`config.mk`:
```
export PLATFORM = sky130hd
export DESIGN_NAME = lstm_seq_ctrl_flat
export DESIGN_NICKNAME = d
export VERILOG_FILES = /design/src/rtl/lstm_seq_ctrl_if.sv /design/src/rtl/lstm_seq_ctrl.sv /design/src/flat_wrapper.sv
export SDC_FILE = /design/constraint.sdc
export NUM_CORES = 1
export LEC_CHECK = 0
export ABC_AREA = 1
export CORE_MARGIN = 2
export CORE_UTILIZATION = 40
export CTS_CLUSTER_DIAMETER = 150
export DETAILED_ROUTE_END_ITERATION = 16
export PLACE_DENSITY = 0.79
export RECOVER_POWER = 50
export SKIP_CTS_REPAIR_TIMING = 1
export SLEW_MARGIN = 40
export SYNTH_ARGS = -nofsm -noshare
export SYNTH_HDL_FRONTEND = slang
export SYNTH_SLANG_ARGS = --single-unit
```
`constraint.sdc`:
```
create_clock -name clk -period 2 [get_ports clk]
set_clock_uncertainty 0.05 [all_clocks]
set_input_delay 0.6 -clock clk [delete_from_list [all_inputs] [get_ports clk]]
set_output_delay 0.6 -clock clk [all_outputs]
set_load 0.01 [all_outputs]
```
`src/rtl/lstm_seq_ctrl_if.sv`:
```
// Stream bundle for the LSTM sequencer: X sample input stream and h/c result output stream.
// The sequencer uses the slave modport; the environment (source/sink) uses master.
interface lstm_seq_ctrl_if #(
  parameter int unsigned DATA_WIDTH = 16,
  parameter int unsigned STEP_W     = 16
) ();
  logic                  x_valid;
  logic                  x_ready;
  logic [DATA_WIDTH-1:0] x_data;
  logic                  x_last;
  logic                  h_valid;
  logic                  h_ready;
  logic [DATA_WIDTH-1:0] h_data;
  logic [DATA_WIDTH-1:0] c_data;
  logic                  h_last;
  logic [STEP_W-1:0]     step_idx;

  modport master (
    output x_valid, x_data, x_last, h_ready,
    input  x_ready, h_valid, h_data, c_data, h_last, step_idx
  );

  modport slave (
    input  x_valid, x_data, x_last, h_ready,
    output x_ready, h_valid, h_data, c_data, h_last, step_idx
  );
endinterface

```
`src/rtl/lstm_seq_ctrl.sv`:
```
// Feedback sequencer for a combinational LSTM cell: feeds X/c/h, waits a fixed settle
// time, captures the cell outputs and recirculates them on the following step.
module lstm_seq_ctrl #(
  parameter int unsigned           DATA_WIDTH    = 16,
  parameter int unsigned           FRACT_WIDTH   = 8,
  parameter int unsigned           SETTLE_CYCLES = 2,
  parameter int unsigned           STEP_W        = 16,
  parameter logic [DATA_WIDTH-1:0] C_INIT        = '0,
  parameter logic [DATA_WIDTH-1:0] H_INIT        = '0
) (
  input  logic                  clk,
  input  logic                  rst,
  lstm_seq_ctrl_if.slave        io,
  input  logic                  clear_state,
  output logic [DATA_WIDTH-1:0] cell_x,
  output logic [DATA_WIDTH-1:0] cell_c_in,
  output logic [DATA_WIDTH-1:0] cell_h_in,
  input  logic [DATA_WIDTH-1:0] cell_c_out,
  input  logic [DATA_WIDTH-1:0] cell_h_out
);

  if (SETTLE_CYCLES < 1 || SETTLE_CYCLES > 255 || FRACT_WIDTH > DATA_WIDTH) begin : g_param_chk
    $error("lstm_seq_ctrl: illegal parameter combination");
  end

  typedef enum logic [1:0] {
    IDLE,
    SETTLE,
    OUT
  } state_t;

  state_t                state_q;
  logic [7:0]            cnt_q;
  logic                  last_q;
  logic                  x_ready_q;
  logic                  h_valid_q;
  logic [DATA_WIDTH-1:0] cell_x_q;
  logic [DATA_WIDTH-1:0] c_in_q;
  logic [DATA_WIDTH-1:0] h_in_q;
  logic [DATA_WIDTH-1:0] h_data_q;
  logic [DATA_WIDTH-1:0] c_data_q;
  logic                  h_last_q;
  logic [STEP_W-1:0]     step_q;

  always_ff @(posedge clk) begin
    if (rst) begin
      state_q   <= IDLE;
      cnt_q     <= '0;
      last_q    <= 1'b0;
      x_ready_q <= 1'b1;
      h_valid_q <= 1'b0;
      cell_x_q  <= '0;
      c_in_q    <= C_INIT;
      h_in_q    <= H_INIT;
      h_data_q  <= '0;
      c_data_q  <= '0;
      h_last_q  <= 1'b0;
      step_q    <= '0;
    end else begin
      case (state_q)
        IDLE: begin
          // Clear and accept may share an edge: the step then starts from init state.
          if (clear_state) begin
            c_in_q <= C_INIT;
            h_in_q <= H_INIT;
            step_q <= '0;
          end
          if (io.x_valid) begin
            cell_x_q  <= io.x_data;
            last_q    <= io.x_last;
            cnt_q     <= 8'(SETTLE_CYCLES);
            x_ready_q <= 1'b0;
            state_q   <= SETTLE;
          end
        end
        SETTLE: begin
          if (cnt_q == 8'd1) begin
            h_data_q  <= cell_h_out;
            c_data_q  <= cell_c_out;
            h_last_q  <= last_q;
            h_valid_q <= 1'b1;
            state_q   <= OUT;
          end else begin
            cnt_q <= cnt_q - 8'd1;
          end
        end
        OUT: begin
          if (io.h_ready) begin
            h_valid_q <= 1'b0;
            x_ready_q <= 1'b1;
            state_q   <= IDLE;
            if (last_q) begin
              c_in_q <= C_INIT;
              h_in_q <= H_INIT;
              step_q <= '0;
            end else begin
              c_in_q <= c_data_q;
              h_in_q <= h_data_q;
              step_q <= step_q + 1'b1;
            end
          end
        end
        default: begin
          state_q   <= IDLE;
          x_ready_q <= 1'b1;
          h_valid_q <= 1'b0;
        end
      endcase
    end
  end

  assign io.x_ready   = x_ready_q;
  assign io.h_valid   = h_valid_q;
  assign io.h_data    = h_data_q;
  assign io.c_data    = c_data_q;
  assign io.h_last    = h_last_q;
  assign io.step_idx  = step_q;
  assign cell_x       = cell_x_q;
  assign cell_c_in    = c_in_q;
  assign cell_h_in    = h_in_q;

endmodule
```
`src/flat_wrapper.sv`:
```
// flat-port wrapper written by rule: the top's interface ports become plain ports
module lstm_seq_ctrl_flat 
#(
  parameter int unsigned           DATA_WIDTH    = 16,
  parameter int unsigned           FRACT_WIDTH   = 8,
  parameter int unsigned           SETTLE_CYCLES = 2,
  parameter int unsigned           STEP_W        = 16,
  parameter logic [DATA_WIDTH-1:0] C_INIT        = '0,
  parameter logic [DATA_WIDTH-1:0] H_INIT        = '0
)
  (clk, rst, clear_state, cell_x, cell_c_in, cell_h_in, cell_c_out, cell_h_out, io_x_valid, io_x_data, io_x_last, io_h_ready, io_x_ready, io_h_valid, io_h_data, io_c_data, io_h_last, io_step_idx);
  lstm_seq_ctrl_if #(.DATA_WIDTH(DATA_WIDTH), .STEP_W(STEP_W)) io_i ();
  input  logic clk;
  input  logic rst;
  input  logic clear_state;
  output logic [DATA_WIDTH-1:0] cell_x;
  output logic [DATA_WIDTH-1:0] cell_c_in;
  output logic [DATA_WIDTH-1:0] cell_h_in;
  input  logic [DATA_WIDTH-1:0] cell_c_out;
  input  logic [DATA_WIDTH-1:0] cell_h_out;
  input wire logic [$bits(io_i.x_valid)-1:0] io_x_valid;
  input wire logic [$bits(io_i.x_data)-1:0] io_x_data;
  input wire logic [$bits(io_i.x_last)-1:0] io_x_last;
  input wire logic [$bits(io_i.h_ready)-1:0] io_h_ready;
  output wire logic [$bits(io_i.x_ready)-1:0] io_x_ready;
  output wire logic [$bits(io_i.h_valid)-1:0] io_h_valid;
  output wire logic [$bits(io_i.h_data)-1:0] io_h_data;
  output wire logic [$bits(io_i.c_data)-1:0] io_c_data;
  output wire logic [$bits(io_i.h_last)-1:0] io_h_last;
  output wire logic [$bits(io_i.step_idx)-1:0] io_step_idx;
  assign io_i.x_valid = io_x_valid;
  assign io_i.x_data = io_x_data;
  assign io_i.x_last = io_x_last;
  assign io_i.h_ready = io_h_ready;
  assign io_x_ready = io_i.x_ready;
  assign io_h_valid = io_i.h_valid;
  assign io_h_data = io_i.h_data;
  assign io_c_data = io_i.c_data;
  assign io_h_last = io_i.h_last;
  assign io_step_idx = io_i.step_idx;
  lstm_seq_ctrl #(.DATA_WIDTH(DATA_WIDTH), .FRACT_WIDTH(FRACT_WIDTH), .SETTLE_CYCLES(SETTLE_CYCLES), .STEP_W(STEP_W), .C_INIT(C_INIT), .H_INIT(H_INIT)) u_core (.clk(clk), .rst(rst), .io(io_i), .clear_state(clear_state), .cell_x(cell_x), .cell_c_in(cell_c_in), .cell_h_in(cell_h_in), .cell_c_out(cell_c_out), .cell_h_out(cell_h_out));
endmodule
```
; After elaboration in Yosys (flattened, before gate mapping)
; Index checks and enable logic that the tools add are counted.
; W data, S select, Z words.
[classes]
n_addsub = 2
n_eq_ne = 8
mux = 23
bitwise_logic = 2
reduce_logical = 10
[op_table]
columns = op, count
row1 = $mux W16, 7
row2 = $pmux W16 S2, 3
row3 = $add A16 B1 Y16 const B, 1
row4 = $mux W8, 2
row5 = $pmux W8 S2, 1
row6 = $reduce_and A3 Y1, 5
row7 = $eq A8 B1 Y1 const B, 1
row8 = $ne A2 B2 Y1 const B, 4
row9 = $sub A8 B1 Y8 const B, 1
row10 = $mux W2, 3
row11 = $pmux W1 S3, 2
row12 = $pmux W2 S3, 1
row13 = $mux W1, 4
row14 = $reduce_and A2 Y1, 2
row15 = $reduce_bool A2 Y1, 2
row16 = $eq A2 B1 Y1 const B, 1
row17 = $eq A2 B2 Y1 const B, 1
row18 = $logic_not A2 Y1, 1
row19 = $ne A2 B1 Y1 const B, 1
row20 = $not A1 Y1, 2
[totals]
reg_bits = 110
in_bits = 54
output_inout_bits = 99
wordCells = 57

; Longest topological paths before layout
; Gate-level depths: netlist of the first run.
[logic_depth]
depth_word = 4
depth_mapped = 10
depth_no_buf = 9

; Worst setup path before layout of the first run
; Ideal clock, no wire load.
[synth_path]
path_kind = input to register
start = in clear_state
end = reg u_core.step_q[0], in the netlist u_core.io.step_idx[0]
setup_ns = 0.115
arrival_time_ns = 1.258
t_required_ns = 1.835
setup_slack_ns = 0.577
cell_stages = 6
path_cell_list = nand2_1 -> nand2_2 -> nand3_1 -> clkinv_2 -> buf_6 -> o21a_1
[synth_between]
elab_chain_len = 2
[synth_rtl]
columns = element, line_no
row1 = from (decl), flat_wrapper.sv:15  ; input logic clear_state;
row2 = $ne A2 B2 Y1 (no line), n/a
row3 = $reduce_and A3 Y1 (no line), n/a
row4 = to (signal assigned), lstm_seq_ctrl.sv:99  ; step_q <= step_q + 1'b1;
row5 = to (decl), lstm_seq_ctrl.sv:43  ; logic [STEP_W-1:0] step_q;
; No other way between the ends.
; A chain may end at the register's enable or synchronous reset.

; Final worst setup path of the first run
[layout_path]
start = reg u_core.step_q[10], in the netlist u_core.io.step_idx[10]
end = out io_step_idx[10]
[layout_rtl]
columns = element, line_no
row1 = to (decl), flat_wrapper.sv:30  ; output wire logic [$bits(io_i.step_idx)-1:0] io_step_idx;
; No word-level cell between the ends.

==> results of run 1 <==
stage by stage:
stage	setup TNS, ps	power [W]	worst slack (ps)	area [um2]
after floorplan	0	0.00277	577	4350
after global placement	0	0.00308	39.9	6000
after detailed placement	-12.3	0.00310	-8.89	6000
after CTS	-206	0.00443	-80.0	6200
after global routing	0	0.00458	1.45	6190
final	0	0.00438	49.3	6190
cell families (layout without fill, tap and decap cells):
logic type / count (synthesis) / in the layout / synth area share [%]
flip-flops: 110 / 110 / 50.6
buffers and inverters: 58 / 212 / 7.28
AO/OA/AOI/OAI: 119 / 119 / 14.1
XOR/XNOR: 5 / 5 / 1.01
adder cells (fa/ha/maj): 3 / 3 / 0.863
AND/OR/NAND/NOR: 283 / 283 / 26.1
cell type report:
cell class	count	area share, %
clock buffer	10	2.22
sequential	110	36.1
timing repair buffer	165	26.7
inverter	31	2.00
multi-input combinational	410	29.2
clock inverter	6	1.01
tap	140	2.83
metal layers:
metal / global-route usage (%) / vias to the layer above / wire (um)
met5: 0 / - / 0
met4: 5.13 / 0 / 127
met3: 5.91 / 9 / 988
met2: 32.3 / 149 / 5380
met1: 24.3 / 1901 / 4860
li1: - / 2142 / -
where the power goes:
part | switching (W) | internal, W | total, W
clock network | 0.000822 | 0.000522 | 0.00134
registers | 0.0000650 | 0.00227 | 0.00234
logic | 0.000359 | 0.000333 | 0.000692
sequential cells by signal (all words and copies together), names as in the netlist:
signal,cells
u_core.cell_x,16
u_core.io.step_idx,16
u_core.cell_c_in,16
u_core.io.h_valid,1
u_core.io.c_data,16
u_core.io.h_last,1
u_core.cnt_q,8
u_core.last_q,1
u_core.state_q,2
u_core.cell_h_in,16
u_core.io.h_data,16
u_core.io.x_ready,1
cell usage in the layout, fill, tap and decap left out, types with 14 or more instances in the layout:
| master | count |
|---|---|
| dfxtp_1 | 89 |
| nor2_1 | 134 |
| nand2_1 | 121 |
| dfxtp_2 | 19 |
| inv_1 | 26 |
| nand3_1 | 17 |
| clkdlybuf4s25_1 | 14 |
| o21ai_0 | 60 |
| clkdlybuf4s50_1 | 134 |
| a21oi_1 | 54 |
worst min path at each step:
stage               cells past startpoint                    to                 start  slack, ps
global placement                        2  u_core.cell_c_in[11]  u_core.cell_c_in[11]        400
global route                            2   u_core.cell_c_in[6]   u_core.cell_c_in[6]        440
detailed placement                      2   u_core.cell_c_in[6]   u_core.cell_c_in[6]        410
finish                                  2   u_core.cell_c_in[8]   u_core.cell_c_in[8]        420
CTS                                     2   u_core.cell_c_in[6]   u_core.cell_c_in[6]        420
floorplan                               1       u_core.cnt_q[0]       u_core.cnt_q[0]        400
==> key figures, run 1 <==
Outcome
  – Result of the run: completed

Yosys
  – Yosys reg bits: 110
  – Post-Syn Instances: 578
  – Syn. warnings: 0
  – Mean post-synth cell area: 7.52 um2
  – Post-synthesis instance area: 0.00435 mm2
  – Cell with the most instances after synthesis: nor2_1
  – Share of flip-flops with an asynchronous set or reset: 0%
  – Post-synth top area cell: dfxtp_1
  – Most area-consuming cells after synthesis: dfxtp_1 (51%), nor2_1 (11%), nand2_1 (10%)
  – Area fraction of the dominant cell type after synthesis: 50.6%
  – Sequential cell area fraction in the yosys report: 50.6%
  – Most common flop cell mapped by yosys: dfxtp_1
  – Post-synth top cells: nor2_1 (133), nand2_1 (120), dfxtp_1 (110), o21ai_0 (60), a21oi_1 (53)
  – Cell variety after synth: 30
  – Number of enable-type register cells in the synthesized netlist: 0
  – Post-synthesis net count: 635

Critical path
  – WP depth: 1
  – Endpoint of the lowest-slack register-to-register path: u_core.io.h_data[12]
  – Req. time, crit path: 1350 ps
  – Crit path capture: io_step_idx[10]
  – Setup slack of the worst register-to-register path: 210 ps
  – Library cell contributing the largest single delay on the critical path: clkdlybuf4s50_1
  – Stage delay of the slowest cell on the critical path: 540 ps
  – Worst path cell trace: clkdlybuf4s50_1
  – Type of destination of the critical path: output pin
  – Cell type group with the largest total delay on the critical path: buffers and inverters
  – Largest fanout of any net on the critical path: 6
  – Startpoint type of the worst setup path: flop
  – Setup CP Type: flop to output pin
  – Worst path buffer plus inverter count: 1
  – Number of cells on the worst reg-to-reg path: 8
  – First element of the critical path: u_core.io.step_idx[10]
  – Data arrival time of the worst path: 1300 ps
  – Origin of the critical flop-to-flop path: u_core.cnt_q[1]

STA
  – Top achievable clock speed: 0.513 GHz
  – Slew at the pin with the worst max-slew slack: 640 ps
  – Max-slew violation count: 0
  – Clock period minus worst slack: 1950 ps
  – Final worst path period share: 97.5%
  – Finish-stage setup viols: 0
  – Number of failing hold endpoints at the final stage: 0
  – Worst hold margin: 424 ps
  – Setup repair after global routing missed its margin: false
  – Worst slew slack as a fraction of its limit: 57.0%

Clocking
  – Count of H-tree levels built during CTS: 3
  – Latest clock arrival within the worst-skew pair: 370 ps
  – Clock transition at the registers of the reported paths: 110 ps
  – TritonCTS clock tree: yes
  – Number of buffers on the longest clock path: 2
  – Root Driver: clkbuf_8
  – # clock sinks: 110
  – Number of buffers created by CTS: 9

Die
  – Chip height: 108 um
  – Die area: 0.0117 mm2
  – Core area: 0.0107 mm2
  – Initial cell density of the core: 40.5%
  – Top-level port count: 153
  – Die X: 108 um
  – Num rows: 38

Drt
  – WL per Instance: 13.0 um
  – Routed via count: 4,201
  – Routed wire length: 11.4 mm
  – Drt first-iter violations: 184
  – Vias per inst: 4.82
  – Drt drc: 0
  – Iteration count of the initial detailed-routing pass: 7
  – Number of nets still failing antenna checks after routing: 0

Power and ir drop
  – IR drop worst, VDD: 0.441 mV
  – Static Leakage: 2.29 nW
  – Power per cell area: 707 mW/mm2

GRT
  – Gr ovfl total: 0
  – Wire length of the first global-routing pass: 18.3 mm
  – Overall track demand over capacity in global routing: 19.3%
  – Largest net degree at the start of global routing: 35
  – Initial antenna violation count: 0
  – Vias in the first global route: 3,977

Placement
  – Post-detail-place hpwl: 8.27 mm
  – Post-placement cell count: 856
  – Count of port buffers added during placement: 152
  – Placer's final routability congestion estimate: 0.875

Finish
  – Multi-input combinational cell area: 0.00181 mm2
  – Net count, final: 784
  – Fill cell instance count of the final layout: 988
  – Finished Layout Cells: 872
  – Antenna cells: 0
  – Sequential cell area: 0.00223 mm2
  – Share of cells above drive strength 1: 8.33%
  – Utilization after layout: 57.6%
  – Layout area overhead: 42.4%

Job
  – Max-cap check violation count: 0

Worst hold path
  – Type of the worst min-delay path: flop to flop
Power figures use the tool's default switching activity.
==> run 2: changes to the inputs <==
--- a/config.mk
+++ b/config.mk
@@ -5,12 +5,11 @@
 export SDC_FILE = /design/constraint.sdc
 export NUM_CORES = 1
 export LEC_CHECK = 0
-export ABC_AREA = 1
 export CORE_MARGIN = 2
 export CORE_UTILIZATION = 40
 export CTS_CLUSTER_DIAMETER = 150
 export DETAILED_ROUTE_END_ITERATION = 16
-export PLACE_DENSITY = 0.79
+export PLACE_DENSITY = 0.83
 export RECOVER_POWER = 50
 export SKIP_CTS_REPAIR_TIMING = 1
 export SLEW_MARGIN = 40
==> constraint.sdc (replaced) <==
create_clock -name clk -period 1.65 [get_ports clk]
set_clock_uncertainty 0.05 [all_clocks]
set_input_delay 0.495 -clock clk [delete_from_list [all_inputs] [get_ports clk]]
set_output_delay 0.495 -clock clk [all_outputs]
set_load 0.01 [all_outputs]
==> run 2 against run 1 <==
  * Largest cell class is now non-clock buffers
  * Clock-buffer cell count did not move
  * Area after synthesis down 2.0%
  * Sequential cell count is the same
  * Synthesized cell count is 9.0% lower
  * Combinational power increased by 40%
  * Core utilization is 15 points higher
  * The flow now finishes with violations (negative setup slack)
  * Final cell count decreased by 1.4%
  * Critical path type is now flop to flop
==> key figures, run 2 <==
Outcome
  – Result of the run: complete, but fails checks
  – Violations in the final reports: negative setup slack

Clocking
  – Number of buffers created by CTS: 9
  – # clock sinks: 110
  – Root Driver: clkbuf_8
  – Clock transition at the registers of the reported paths: 110 ps
  – Latest clock arrival within the worst-skew pair: 370 ps
  – TritonCTS clock tree: yes
  – Count of H-tree levels built during CTS: 3
  – Number of buffers on the longest clock path: 2

STA
  – Finish-stage setup viols: 49
  – Clock period minus worst slack: 1970 ps
  – Top achievable clock speed: 0.507 GHz
  – Slew at the pin with the worst max-slew slack: 361 ps
  – Final worst path period share: 119%
  – Setup slack after layout: -321 ps
  – Number of failing hold endpoints at the final stage: 0
  – Worst hold margin: 404 ps
  – Max-slew violation count: 0
  – Setup repair after global routing missed its margin: true
  – Worst slew slack as a fraction of its limit: 76.0%

GRT
  – Met3 Usage GRT: 5.78%
  – Largest net degree at the start of global routing: 66
  – Initial antenna violation count: 1
  – Overall track demand over capacity in global routing: 21.6%
  – Vias in the first global route: 4,279
  – Wire length of the first global-routing pass: 20.1 mm
  – GR peak layer: met2
  – Met1 usage in global routing: 25.6%
  – Gr ovfl total: 0
  – Met2 usage in global routing: 38.8%

Finish
  – Finished Layout Cells: 860
  – Layout area overhead: 75.2%
  – Net count, final: 776
  – Leading cell types in the layout, fill and taps excluded: nand2_1 (107), dlymetal6s2s_1 (102), dfxtp_1 (78)
  – Final Instance Area: 0.00746 mm2
  – Share of cells above drive strength 1: 29.9%
  – Utilization after layout: 72.3%
  – Most common library cell in the layout ignoring fill and taps: nand2_1

Die
  – Core area: 0.0103 mm2
  – Initial cell density of the core: 41.3%
  – Chip height: 107 um
  – Die X: 107 um
  – Num rows: 37
  – Die area: 0.0115 mm2
  – Top-level port count: 153

Worst hold path
  – Hold Path Depth: 2
  – Worst hold start: u_core.cell_c_in[2]
  – Endpoint of the worst hold path: u_core.cell_c_in[2]
  – Type of the worst min-delay path: flop to flop

Drt
  – Drt drc: 0
  – Vias per inst: 5.40
  – Routed via count: 4,645
  – Routed wire length: 15.1 mm
  – Drt first-iter violations: 300
  – Number of nets still failing antenna checks after routing: 0
  – WL per Instance: 17.6 um
  – Iteration count of the initial detailed-routing pass: 6

Placement
  – Post-place instance area: 0.00627 mm2
  – Placer's final routability congestion estimate: 0.828
  – Post-placement cell count: 828
  – Count of port buffers added during placement: 152
  – Post-detail-place hpwl: 9.07 mm

Critical path
  – Largest fanout of any net on the critical path: 7
  – Setup slack of the worst register-to-register path: -320 ps
  – Data arrival time of the worst path: 2160 ps
  – Endpoint of the lowest-slack register-to-register path: u_core.io.c_data[7]
  – Startpoint type of the worst setup path: flop
  – Type of destination of the critical path: flop
  – Number of cells on the worst reg-to-reg path: 5
  – First element of the critical path: u_core.cnt_q[3]
  – Origin of the critical flop-to-flop path: u_core.cnt_q[3]
  – Setup CP Type: flop to flop
  – Req. time, crit path: 1840 ps

Yosys
  – Cell variety after synth: 40
  – Share of flip-flops with an asynchronous set or reset: 0%
  – Post-synthesis net count: 583
  – Post-synth top area cell: dfxtp_1
  – Sequential cell area fraction in the yosys report: 51.7%
  – Post-synthesis instance area: 0.00426 mm2
  – Area fraction of the dominant cell type after synthesis: 51.7%
  – Cell with the most instances after synthesis: nand2_1
  – Post-synth top cells: nand2_1 (141), dfxtp_1 (110), a21oi_1 (98), nand3_1 (35), clkbuf_1 (27)
  – Mean post-synth cell area: 8.10 um2
  – Most area-consuming cells after synthesis: dfxtp_1 (52%), nand2_1 (12%), a21oi_1 (12%)
  – Yosys reg bits: 110
  – Number of enable-type register cells in the synthesized netlist: 0
  – Post-Syn Instances: 526
  – Syn. warnings: 0
  – Most common flop cell mapped by yosys: dfxtp_1

Power and ir drop
  – Seq pwr share: 52.7%
  – Switching fraction of total power: 27.8%
  – Switching power summed over all nets: 0.00148 W
  – Design internal power: 0.00383 W
  – IR drop worst, VDD: 0.462 mV
  – Share of power burned in combinational logic: 18.2%
  – Power per cell area: 711 mW/mm2
  – Static Leakage: 4.24 nW
  – Clock power frac: 29.1%
  – Total power of the final layout: 0.00531 W

Job
  – Max-cap check violation count: 0
==> run 2: cell count changes in the layout (fill, tap and decap cells not counted), sizes merged, moves of 6 or more <==
cell	change
clkdlybuf4s50	-85
or4	+9
clkdlybuf4s25	-14
dlymetal6s2s	+101
or3	+12
a21oi	+45
inv	-25
buf	+51
xnor2	+6
nand2	+19
o21ai	-49
nor2	-126
nand3	+18
==> run 2: logic make-up (layout without fill, tap and decap cells) <==
family / after synthesis / in the layout / synth area share, %
and+or+nand+nor: 240 / 240 / 26.2
AOI/OAI and AO/OA: 123 / 124 / 15.2
DFF: 110 / 110 / 51.7
buffers and inverters: 43 / 239 / 4.49
xor gates and xnor gates: 6 / 6 / 1.23
adders and majority gates: 3 / 3 / 0.881
muxes: 1 / 1 / 0.235
other: 0 / 1 / 0
==> run 2: routing by layer <==
| metal | part of all wire (%) | routed length, um |
|---|---|---|
| met4 | 1.4 | 208 |
| met5 | 0 | 0 |
| met1 | 38 | 5760 |
| met3 | 7.5 | 1130 |
| met2 | 53 | 8000 |
==> run 2: area by class of cell <==
type	count	area, um2
fillers	685	2860
repair buffers	217	2450
multi-input cells	374	2380
flip-flops and latches	110	2250
well taps	136	170
clock buffers	10	138
clock inverters	5	43.8
inverters	7	31.3
diodes	1	2.50
==> run 2: worst max-delay path by stage <==
stage          cells after the start                     end  slack (ps)
2_1_floorplan                      6    u_core.io.c_data[10]        -260
5_1_grt                            5     u_core.io.c_data[7]        -340
3_3_place_gp                       6  u_core.io.step_idx[11]        -690
6_report                           5     u_core.io.c_data[7]        -320
4_1_cts                            5   u_core.io.step_idx[8]        -350
3_5_place_dp                       5  u_core.io.step_idx[10]        -740
==> run 2: worst max-delay path, cell delays in order, from the launching register on <==
cell and delay [ps]:
dfxtp_2 350, or4_4 540, or4_4 550, clkbuf_16 230
nand2_1 70, a21oi_1 50
==> run 2: power by group through the flow <==
stage	Combinational, W	Clock (W)	Sequential [W]
after floorplan	0.000319	0	0.00286
after global placement	0.000747	0	0.00283
after detailed placement	0.000771	0	0.00284
after CTS	0.000776	0.00156	0.00278
after global routing	0.00103	0.00169	0.00280
final	0.000968	0.00154	0.00280
==> run 2: per-stage QoR <==
stage / setup TNS (ps) / worst slack (ps)
floorplan: -9120 / -261
global placement: -36830 / -693
detailed placement: -39560 / -741
CTS: -33010 / -354
global route: -12320 / -344
finish: -11280 / -321
